### src/rtl/inv_addkey_mixcol_seq.sv
// AES decryption round stage: AddRoundKey followed by a multi-cycle InvMixColumns.
// The block is XORed with the round key on accept, then mixed COLS_PER_CYCLE columns per
// cycle in place; skip_mix (final round) goes straight to the output.
// Optional completed-block counter: define INV_MIXCOL_BLKCNT_EN.
module inv_addkey_mixcol_seq #(
    parameter int unsigned COLS_PER_CYCLE = 1
) (
    input  logic         clk,
    input  logic         rst,
    input  logic         in_valid,
    output logic         in_ready,
    input  logic [127:0] in_state,
    input  logic [127:0] in_key,
    input  logic         skip_mix,
    output logic         out_valid,
    input  logic         out_ready,
    output logic [127:0] out_state,
    output logic [15:0]  blk_cnt
);

    if (!(COLS_PER_CYCLE == 1 || COLS_PER_CYCLE == 2 || COLS_PER_CYCLE == 4)) begin : g_bad_cols
        $error("COLS_PER_CYCLE must be 1, 2 or 4");
    end

    localparam logic [1:0] ColStep = 2'(COLS_PER_CYCLE);
    localparam logic [1:0] LastCol = 2'(4 - COLS_PER_CYCLE);

    typedef enum logic [1:0] {StIdle, StMix, StDone} state_e;

    state_e       state_q;
    logic [127:0] st_q;
    logic [127:0] st_mix;
    logic [1:0]   col_q;
    logic         in_ready_q;
    logic         out_valid_q;

    // GF(2^8) multiply by 2, reduction polynomial 0x11B
    function automatic logic [7:0] xt(input logic [7:0] b);
        return {b[6:0], 1'b0} ^ (b[7] ? 8'h1b : 8'h00);
    endfunction

    // InvMixColumns of one column; row 0 is the top byte
    function automatic logic [31:0] inv_mix_col(input logic [31:0] c);
        logic [7:0] a [4];
        logic [7:0] m9 [4];
        logic [7:0] mb [4];
        logic [7:0] md [4];
        logic [7:0] me [4];
        logic [7:0] x2, x4, x8;
        for (int i = 0; i < 4; i++) begin
            a[i]  = c[31-8*i -: 8];
            x2    = xt(a[i]);
            x4    = xt(x2);
            x8    = xt(x4);
            m9[i] = x8 ^ a[i];
            mb[i] = x8 ^ x2 ^ a[i];
            md[i] = x8 ^ x4 ^ a[i];
            me[i] = x8 ^ x4 ^ x2;
        end
        return {me[0] ^ mb[1] ^ md[2] ^ m9[3],
                m9[0] ^ me[1] ^ mb[2] ^ md[3],
                md[0] ^ m9[1] ^ me[2] ^ mb[3],
                mb[0] ^ md[1] ^ m9[2] ^ me[3]};
    endfunction

    // Column c sits at bit offset (3-c)*32, i.e. {~c, 5'b0}
    function automatic logic [6:0] col_base(input logic [1:0] c);
        return {~c, 5'b0};
    endfunction

    // Mix the window of columns starting at col_q; other columns pass through
    always_comb begin
        st_mix = st_q;
        for (int k = 0; k < int'(COLS_PER_CYCLE); k++) begin
            st_mix[col_base(col_q + 2'(k)) +: 32] = inv_mix_col(st_q[col_base(col_q + 2'(k)) +: 32]);
        end
    end

    // Control FSM with registered handshake outputs and in-place state register
    always_ff @(posedge clk or posedge rst) begin
        if (rst) begin
            state_q     <= StIdle;
            st_q        <= '0;
            col_q       <= '0;
            in_ready_q  <= 1'b1;
            out_valid_q <= 1'b0;
        end else begin
            unique case (state_q)
                StIdle: begin
                    if (in_valid) begin
                        st_q       <= in_state ^ in_key;
                        col_q      <= '0;
                        in_ready_q <= 1'b0;
                        // skip_mix only steers this transition, so it needs no register
                        if (skip_mix) begin
                            state_q     <= StDone;
                            out_valid_q <= 1'b1;
                        end else begin
                            state_q <= StMix;
                        end
                    end
                end
                StMix: begin
                    st_q  <= st_mix;
                    col_q <= col_q + ColStep;
                    if (col_q == LastCol) begin
                        state_q     <= StDone;
                        out_valid_q <= 1'b1;
                    end
                end
                StDone: begin
                    if (out_ready) begin
                        state_q     <= StIdle;
                        out_valid_q <= 1'b0;
                        in_ready_q  <= 1'b1;
                    end
                end
                default: begin
                    state_q     <= StIdle;
                    out_valid_q <= 1'b0;
                    in_ready_q  <= 1'b1;
                end
            endcase
        end
    end

    assign in_ready  = in_ready_q;
    assign out_valid = out_valid_q;
    assign out_state = st_q;

`ifdef INV_MIXCOL_BLKCNT_EN
    logic [15:0] blk_cnt_q;

    // Count output handshakes, wrapping at 16 bits
    always_ff @(posedge clk or posedge rst) begin
        if (rst) begin
            blk_cnt_q <= '0;
        end else if (out_valid_q && out_ready) begin
            blk_cnt_q <= blk_cnt_q + 16'd1;
        end
    end

    assign blk_cnt = blk_cnt_q;
`else
    assign blk_cnt = '0;
`endif

endmodule

### config.mk
export PLATFORM = sky130hd
export DESIGN_NAME = inv_addkey_mixcol_seq
export DESIGN_NICKNAME = d
export VERILOG_FILES = /design/src/rtl/inv_addkey_mixcol_seq.sv
export SDC_FILE = /design/constraint.sdc
export NUM_CORES = 1
export LEC_CHECK = 0
export ABC_CLOCK_PERIOD_IN_PS = 5400
export CORE_ASPECT_RATIO = 1.1
export CORE_MARGIN = 3
export CORE_UTILIZATION = 45
export CTS_BUF_LIST = sky130_fd_sc_hd__clkbuf_8 sky130_fd_sc_hd__clkbuf_16
export DETAILED_ROUTE_END_ITERATION = 10
export GPL_TIMING_DRIVEN = 0
export MAX_ROUTING_LAYER = met4
export PLACE_DENSITY = 0.82
export SLEW_MARGIN = 20
export SYNTH_ARGS = -nofsm -noshare
export SYNTH_HDL_FRONTEND = slang
export SYNTH_SLANG_ARGS = --single-unit
### constraint.sdc
create_clock -name clk -period 5.4 [get_ports clk]
set_clock_uncertainty 0.2 [all_clocks]
set_input_delay 0.54 -clock clk [delete_from_list [all_inputs] [get_ports clk]]
set_output_delay 0.54 -clock clk [all_outputs]
set_load 0.1 [all_outputs]
==> results.yml <==
clock_tree:
  htree_levels: 4
  cts_buffers: 17
  post_cts_buffers: 0
  ctsHoldBuffers: 0
  clk_pin_slew_ns: 0.07
  clock_latency_ns: 0.44
  cts_tree: "built"
  cts-root-buf: "clkbuf_16"
  cts_resized: 0
  cts_sinks: 134
  cts_buffer_depth: 2
die:
  num_rows: 57
  fp.dieH_um: 165
  die_w_um: 151
  initial_core_util_pct: 46.3
  core_mm2: 0.0224
  die-area_mm2: 0.0249
  io_pins: 407
critical_path:
  setup.worst_path.class: "reg -> reg"
  path_delay_family: "buffers and inverters"
  start_kind: "flop"
  cp_max_fo: 10
  cp_cell_sequence: "buf_6 > buf_2 > buf_2 > inv_1 > ha_1 > nor3_2 > clkbuf_1 > a22oi_1 > a21oi_1"
  cpMaxStageDelayCell: "nor3_2"
  required_ns: 5.54
  cp.arrival_ns: 4.29
  max_stage_delay_ns: 0.79
  crit_path_frequent_cell: "buf_2"
  critPathCaptureType: "flop"
  crit_buf_inv: 5
sta:
  hold_viol: 0
  rsz0062_at_grt: "false"
  maxSlewViolCount: 0
  max_clock_freq_mhz: 241
  post-route-period-util_pct: 76.8
  tightestPinTransition_ns: 1.07
  hold-worst-slack_ns: 0.311
  setup_violations: 0
  slew_headroom_pct: 28.7
  period_needed_ns: 4.14
synthesis:
  ys_dominant_reg_cell: "dfrtp_1"
  synth_edf_count: 0
  ys_seq_area_share_pct: 32.4
  synth_seq_cells: 134
  yosys_warnings: 0
  netlist_instances: 970
  syn_avg_cell_area_um2: 10.7
  ys_types: 38
  synth_area_mm2: 0.0104
  ys_async_sr_fraction_pct: 100
cells_and_area:
  regArea_mm2: 0.00335
  diodes: 0
  drive_gt1_share_pct: 9.23
  nets: 1660
  syn_to_final_growth_pct: 48.0
  fin_cells: 1703
  multi_input_area_mm2: 0.00651
  fin_util_pct: 68.5
  nFillCells: 1720
route:
  antenna_left: 0
  drc: 0
  initialDrtViolationCount: 1187
  drt_first_pass_iters: 6
  vias: 10021
  post_drt_wl_per_cell_um: 25.2
  routed_wl_mm: 42.8
  viasPerCell: 5.88
placed_design:
  dp.final_hpwl_mm: 33.4
  dp_cells: 1671
  finalWeightedCongestion: 0.966
  io_buffers: 390
run_status:
  status: "complete, no violations"
grt:
  grt_usage_pct: 34.7
  grt_pass1_vias: 10236
  grt_pass1_wl_mm: 61.9
  antenna_found_initial: 0
  grt_overflow: 0
  grt_max_degree: 81
run:
  drv_cap: 0
hold_path:
  min_path_type: "reg -> reg"
==> registers in the layout, indices dropped and copies added, names as in the netlist <==
signal and flops:
state_q 2, out_state 128, col_q 2, in_ready 1, out_valid 1
==> cells in the final DEF (no fill, tap or decap), drive strengths merged, types with 6 or more instances in the layout <==
cell type | synthesis | layout
a21oi | 85 | 85
a22oi | 72 | 72
buf | 47 | 48
clkbuf | 43 | 63
clkdlybuf4s50 | 0 | 390
conb | 1 | 16
dfrtp | 133 | 133
inv | 13 | 17
mux4 | 32 | 32
nand2 | 7 | 7
nand3 | 11 | 11
nor2 | 85 | 85
o21a | 44 | 44
o21ai | 6 | 6
o221ai | 52 | 52
xnor2 | 175 | 175
xnor3 | 25 | 25
xor2 | 119 | 119
==> synth_stat cells (6+ instances only) <==
cell / count / area (µm²)
mux4_2: 30 / 676
buf_4: 25 / 188
nor2_1: 85 / 319
xnor2_4: 6 / 165
a21oi_1: 85 / 425
o21ai_0: 6 / 30.0
xor2_1: 113 / 990
xnor2_2: 9 / 146
clkbuf_1: 43 / 161
inv_1: 13 / 48.8
dfrtp_1: 133 / 3330
nand2_1: 7 / 26.3
buf_2: 9 / 45.0
buf_1: 7 / 26.3
xor2_2: 6 / 97.6
xnor3_1: 22 / 495
xnor2_1: 160 / 1400
o221ai_1: 52 / 455
o21a_1: 44 / 330
nand3_1: 11 / 55.1
a22oi_1: 72 / 541
==> per-stage QoR <==
stage	instance area, µm²	setup TNS [ns]	setup slack [ns]
finish	15300	0	1.26
global route	15300	0	1.12
CTS	15300	0	1.37
detailed placement	14700	0	1.42
global placement	14700	-117.32	-0.904
floorplan	10400	0	1.08
==> layout make-up <==
class,count,share of cell area [%]
Buffer,90,3.35
Clock buffer,20,3.04
Clock inverter,12,0.922
Inverter,13,0.367
Multi-Input combinational cell,748,42.4
Sequential cell,134,21.9
Tap cell,295,2.41
Timing Repair Buffer,391,25.6
==> worst paths after layout <==
check | slack [ns] | depth (start not counted) | startpoint | to
hold reg to reg | 0.31 | 1 | out_state[111] | out_state[111]
hold / removal | 0.31 | 1 | out_state[111] | out_state[111]
min in group asynchronous | 0.32 | 2 | rst | out_state[0]
setup / recovery | 1.26 | 9 | col_q[0] | out_state[14]
setup reg to reg | 1.26 | 9 | col_q[0] | out_state[14]
max in group asynchronous | 3.90 | 3 | rst | out_state[37]
==> metal layers <==
metal / vias to the layer above / wire [µm] / GRT usage [%]
met5: - / 0 / -
met3: 142 / 4150 / 6.82
met1: 4870 / 15200 / 41.6
met4: 0 / 1910 / 14.7
li1: 4272 / - / -
met2: 737 / 21600 / 57.6
==> cells by family (layout without fill, tap and decap cells) <==
| logic type | after synthesis | count (layout) | share of synthesized area, % |
|---|---|---|---|
| flip-flops | 134 | 134 | 32.4 |
| AO/OA/AOI/OAI | 263 | 263 | 17.5 |
| AND/OR/NAND/NOR | 113 | 113 | 4.45 |
| multiplexers | 32 | 32 | 7.03 |
| other | 1 | 16 | 0.0362 |
| XOR/XNOR | 320 | 320 | 32.7 |
| adder cells (fa/ha/maj) | 4 | 4 | 0.483 |
| buffers and inverters | 103 | 526 | 5.43 |
Power is not shown: default switching activity piles up to over one toggle a cycle in this logic, so the estimate is an artifact.
